==> src/rtl/muldiv_pkg.sv <==
// rtl/muldiv_pkg.sv - op codes, FSM state type and default timing shared by muldiv_alu
package muldiv_pkg;

  localparam logic [2:0] OP_MULT  = 3'd0;
  localparam logic [2:0] OP_MULTU = 3'd1;
  localparam logic [2:0] OP_DIV   = 3'd2;
  localparam logic [2:0] OP_DIVU  = 3'd3;
  localparam logic [2:0] OP_MTHI  = 3'd4;
  localparam logic [2:0] OP_MTLO  = 3'd5;

  localparam int DEF_WIDTH      = 32;
  localparam int DEF_MUL_CYCLES = 5;
  localparam int DEF_DIV_CYCLES = 10;

  typedef enum logic {
    IDLE = 1'b0,
    RUN  = 1'b1
  } state_t;

  function automatic logic is_mul_op(input logic [2:0] op);
    return (op == OP_MULT) || (op == OP_MULTU);
  endfunction

endpackage

==> src/rtl/muldiv_alu.sv <==
// rtl/muldiv_alu.sv - multi-cycle HI/LO multiply/divide unit
// Divider present only when MULDIV_ALU_DIV_EN is defined; otherwise DIV/DIVU are no-ops.
module muldiv_alu
  import muldiv_pkg::*;
#(
  parameter int WIDTH      = DEF_WIDTH,
  parameter int MUL_CYCLES = DEF_MUL_CYCLES,
  parameter int DIV_CYCLES = DEF_DIV_CYCLES
) (
  input  logic             clk,
  input  logic             reset,
  input  logic             start,
  input  logic [2:0]       op,
  input  logic [WIDTH-1:0] A,
  input  logic [WIDTH-1:0] B,
  output logic             busy,
  output logic             done,
  output logic [WIDTH-1:0] hi,
  output logic [WIDTH-1:0] lo
);

  localparam int MAX_CYC = (MUL_CYCLES > DIV_CYCLES) ? MUL_CYCLES : DIV_CYCLES;
  localparam int CNT_W   = $clog2(MAX_CYC + 1);
  localparam logic [CNT_W-1:0] MUL_LOAD = CNT_W'(MUL_CYCLES - 1);

  state_t           state_q, state_d;
  logic [CNT_W-1:0] cnt_q, cnt_d;
  logic [2:0]       op_q, op_d;
  logic [WIDTH-1:0] a_q, a_d, b_q, b_d;
  logic [WIDTH-1:0] hi_q, hi_d, lo_q, lo_d;
  logic             done_q, done_d;

  // Sign- or zero-extend to 2*WIDTH so one unsigned multiplier covers MULT and MULTU.
  logic [2*WIDTH-1:0] mul_a, mul_b, product;
  logic               mul_signed;

  assign mul_signed = (op_q == OP_MULT);
  assign mul_a      = mul_signed ? {{WIDTH{a_q[WIDTH-1]}}, a_q} : {{WIDTH{1'b0}}, a_q};
  assign mul_b      = mul_signed ? {{WIDTH{b_q[WIDTH-1]}}, b_q} : {{WIDTH{1'b0}}, b_q};
  assign product    = mul_a * mul_b;

`ifdef MULDIV_ALU_DIV_EN
  localparam logic [CNT_W-1:0] DIV_LOAD = CNT_W'(DIV_CYCLES - 1);

  // Divide magnitudes, then restore signs: quotient truncates toward zero, remainder follows A.
  logic             div_signed, a_neg, b_neg;
  logic [WIDTH-1:0] a_mag, b_mag, q_mag, r_mag, quot, rem;

  assign div_signed = (op_q == OP_DIV);
  assign a_neg      = div_signed & a_q[WIDTH-1];
  assign b_neg      = div_signed & b_q[WIDTH-1];
  assign a_mag      = a_neg ? -a_q : a_q;
  assign b_mag      = b_neg ? -b_q : b_q;

  always_comb begin
    q_mag = '0;
    r_mag = '0;
    if (b_mag != '0) begin
      q_mag = a_mag / b_mag;
      r_mag = a_mag % b_mag;
    end
  end

  assign quot = (a_neg ^ b_neg) ? -q_mag : q_mag;
  assign rem  = a_neg ? -r_mag : r_mag;
`endif

  always_comb begin
    state_d = state_q;
    cnt_d   = cnt_q;
    op_d    = op_q;
    a_d     = a_q;
    b_d     = b_q;
    hi_d    = hi_q;
    lo_d    = lo_q;
    done_d  = 1'b0;
    case (state_q)
      IDLE: begin
        if (start) begin
          case (op)
            OP_MULT, OP_MULTU: begin
              state_d = RUN;
              cnt_d   = MUL_LOAD;
              op_d    = op;
              a_d     = A;
              b_d     = B;
            end
`ifdef MULDIV_ALU_DIV_EN
            OP_DIV, OP_DIVU: begin
              state_d = RUN;
              cnt_d   = DIV_LOAD;
              op_d    = op;
              a_d     = A;
              b_d     = B;
            end
`endif
            OP_MTHI: hi_d = A;
            OP_MTLO: lo_d = A;
            default: ;
          endcase
        end
      end
      RUN: begin
        if (cnt_q == '0) begin
          state_d = IDLE;
          done_d  = 1'b1;
          if (is_mul_op(op_q)) begin
            hi_d = product[2*WIDTH-1:WIDTH];
            lo_d = product[WIDTH-1:0];
          end
`ifdef MULDIV_ALU_DIV_EN
          else if (b_q != '0) begin
            hi_d = rem;
            lo_d = quot;
          end
`endif
        end else begin
          cnt_d = cnt_q - CNT_W'(1);
        end
      end
      default: state_d = IDLE;
    endcase
  end

  always_ff @(posedge clk) begin
    if (reset) begin
      state_q <= IDLE;
      cnt_q   <= '0;
      op_q    <= '0;
      a_q     <= '0;
      b_q     <= '0;
      hi_q    <= '0;
      lo_q    <= '0;
      done_q  <= 1'b0;
    end else begin
      state_q <= state_d;
      cnt_q   <= cnt_d;
      op_q    <= op_d;
      a_q     <= a_d;
      b_q     <= b_d;
      hi_q    <= hi_d;
      lo_q    <= lo_d;
      done_q  <= done_d;
    end
  end

  assign busy = (state_q == RUN);
  assign done = done_q;
  assign hi   = hi_q;
  assign lo   = lo_q;

endmodule

==> config.mk <==
export PLATFORM = sky130hd
export DESIGN_NAME = muldiv_alu
export DESIGN_NICKNAME = d
export VERILOG_FILES = /design/src/rtl/muldiv_pkg.sv /design/src/rtl/muldiv_alu.sv
export SDC_FILE = /design/constraint.sdc
export NUM_CORES = 2
export LEC_CHECK = 0
export ABC_CLOCK_PERIOD_IN_PS = 13900
export CAP_MARGIN = 20
export CELL_PAD_IN_SITES_DETAIL_PLACEMENT = 0
export CELL_PAD_IN_SITES_GLOBAL_PLACEMENT = 1
export CORE_MARGIN = 2
export CORE_UTILIZATION = 56
export CTS_BUF_LIST = sky130_fd_sc_hd__clkbuf_8
export DETAILED_ROUTE_END_ITERATION = 16
export PLACE_DENSITY_LB_ADDON = 0.3
export SYNTH_ARGS = -nofsm -noshare
export SYNTH_HDL_FRONTEND = slang
export SYNTH_SLANG_ARGS = --single-unit
==> constraint.sdc <==
create_clock -name clk -period 13.9 [get_ports clk]
set_clock_uncertainty 0.1 [all_clocks]
set_input_delay 2.78 -clock clk [delete_from_list [all_inputs] [get_ports clk]]
set_output_delay 2.78 -clock clk [all_outputs]
set_load 0.01 [all_outputs]
==> results.md <==
* Status: finished, final reports clean
* CP Data Required Time at 14.20 ns
* Die height at around 310 um
* Crit path max fanout at 24
* Area grow syn2layout at 5.287%
* Yosys Warn Count at 0
* Number of global-route vias before repair at 42,770
* Routability cong. at about 1
* Critical path's largest stage delay at about 0.93 ns
* Pins Over Slew Limit at 0
* Final hold vios at 0
* Vias per std cell at approximately 5.5
* Fin crit period at between 10 and 15 ns
* Post-synth top area share at a little over half
* Initial antenna violation count at 5
* Worst Max-Slew Pin Slew at approximately 1.0 ns
* Hold Startpoint: a_q[20]
* Static Leak at slightly below 30 nW
* Cell Count, Final, Fillers Out at 7,004
* First-pass GRT wire length at between 200,000 and 300,000 um
* Unrepaired setup endpoints after global routing: false
* TNS Setup at 0 ns
* Worst r2r dst: hi[27]
* Clk slew on worst S/H paths at ~0.090 ns
* Asr flop ratio synth at 0%
* Commonest non-fill, non-tap cell in the layout: inv_1
* FF+latch count, synth at around 140
* WL final at roughly 160,000 um
* DR pass1 iterations at 5
* FF-to-FF Start: op_q[2]
* Hold depth at 2
* Placed cell areas at 55,380 sq um
* Crit-path slowest cell: fa_1
* Max-Slew Margin vs Limit at about 31%
* F_max at around 0.094 GHz
* CP Class: flip-flop to flip-flop
* Worst hold path type: flip-flop to flip-flop
* Mapped Cells at 5,818
* Max clock buf depth at 2
* Starting density of the core at 56.66%
* Total CTS buffers at 17
* Post-CTS sizing at 0
* Hold_buf cts at 0
* Final Cell Area at around 56,000 sq um
* Most frequent cells in the layout: inv_1, fa_1, nand2_1
* Core Box Area at between 90,000 and 100,000 sq um
* Finished Core Util at about three fifths
* Synth Cell Area at approximately 53,000 sq um
* Total power at roughly 1.4 mW
* Post-CTS Setup Bufs at 0
* Overflow after GRT at 0
* Layout cell share with drive strength beyond 1 at under 10%
* I/O pin total at approximately 140
* DRT iter0 DRCs at roughly 2,700
* CP Launch Type: flip-flop
* Reg2Reg Depth at 29
* Internal reg-to-reg setup slack at between 3 and 4 ns
* Total nets after synthesis at around 7,600
* Die ar. at slightly below 100,000 sq um
* Final HPWL DP at roughly 130,000 um
* Worst Hold End: a_q[20]
* Dpl cells at 6,968
* Max-Cap Viols at 0
* DRC violations left at 0
* Critical Path Most Common Cell: fa_1
* CTS tree: done
* Rows at around 110
* Routed WL per cell at 23.03 um
* Period utilization at about 76%
* Port Buffer Count at between 100 and 150
* Yosys top cell by area: fa_1
* Avg Inst Size Synth at slightly above 9 sq um
* Main synth FF type: dfxtp_1
* WHS at 0.3578 ns
* H-tree levels at 4
* Worst vdd ir at around 0.000060 V
* Crit path capture type: flip-flop
* Final WS setup at between 3 and 4 ns
* Clock latency on the worst-skew pair at around 0.60 ns
* Clock sinks at 137
* Synth unique cells at 67
* Final net count at 7,533
* Global Route Usage Sum at between 30% and 40%
* Ranking of synthesized cells by area: fa_1, inv_1, ha_1
* Post-synth EDFFs at 0
* Final setup fails at 0
* Seq/Total Area, Yosys at 5.171%
* Pwr/cell area at roughly 25 nW/um^2
* Die width at between 300 and 400 um
* Dpl ws at 3.455 ns
* Via count at just under 40,000
* Largest net degree at the start of global routing at 73
* Clock tree root driver cell: clkbuf_8
* WP data arrival at approximately 11 ns
* Final ANT Viol Nets at 0
[worst max-delay path by stage]
stage	start	endpoint	slack (ns)	cells past startpoint
floorplan	op_q[2]	hi[27]	4.36	31
global placement	op_q[2]	hi[27]	3.63	29
detailed placement	op_q[2]	hi[27]	3.46	29
CTS	op_q[2]	hi[27]	3.39	29
global route	op_q[2]	hi[27]	2.75	31
finish	op_q[2]	hi[27]	3.30	29
[logic make-up after synthesis]
| group | after synthesis | share of synthesized area, % |
|---|---|---|
| AO/OA/AOI/OAI | 412 | 5.098 |
| XOR/XNOR | 104 | 1.717 |
| multiplexers | 14 | 0.2689 |
| flip-flops | 137 | 5.171 |
| AND/OR/NAND/NOR | 1590 | 13.88 |
| buffers and inverters | 1830 | 12.96 |
| adder cells (fa/ha/maj) | 1731 | 60.91 |
[state kept, by name, indices dropped and copies added, names as in the netlist]
signal / cells
done: 1
a_q: 32
op_q: 3
lo: 32
b_q: 32
hi: 32
cnt_q: 4
busy: 1
[cells in the mapped netlist (10+ instances only)]
cell type and instances:
inv_1 1512, fa_1 1419, nand2_1 905, and2_1 405, ha_1 309, clkbuf_1 298, a21oi_1 153, dfxtp_1 137
nor2_1 110, xnor2_1 71, o21ai_0 46, a21o_1 44, and3_1 37, a211oi_1 35, nor3_1 34, xor2_1 33
nand3_1 22, a311oi_1 20, nand4_1 20, buf_1 15, a31oi_1 14, o21a_1 14, or3_1 13, mux2i_1 12
nor2b_1 12, nand2b_1 11, o21bai_1 10
[routing by layer]
layer  GRT usage, %  routed length [um]
met2          59.12               80080
met3          4.938               10040
met1          43.48               60140
met4          19.50               11050
met5              0                  13
[area by class of cell]
| cell class | instances | area [sq um] |
|---|---|---|
| Antenna cell | 2 | 5.005 |
| Clock buffer | 19 | 261.5 |
| Clock inverter | 13 | 178.9 |
| Fill cell | 8390 | 37770 |
| Inverter | 1512 | 5675 |
| Multi-Input combinational cell | 3851 | 43440 |
| Sequential cell | 137 | 2753 |
| Tap cell | 1254 | 1569 |
| Timing Repair Buffer | 216 | 1961 |
[report_power, final]
group          switching, mW  total (mW)  internal, mW  leakage [nW]
registers             0.0266       0.436         0.409          1.12
clock network          0.244       0.437         0.193         0.226
logic                  0.341       0.520         0.179          27.5
[worst max-delay path, delay by kind of cell, from the launching register on]
kind	cells	cell delay, ns
DFF	1	0.33
xor gates and xnor gates	1	0.10
buffers and inverters	6	1.05
adders and majority gates	11	6.06
AOI/OAI and AO/OA	8	2.13
and+or+nand+nor	3	0.70
Note: power is estimated with default switching activity, not from simulation.
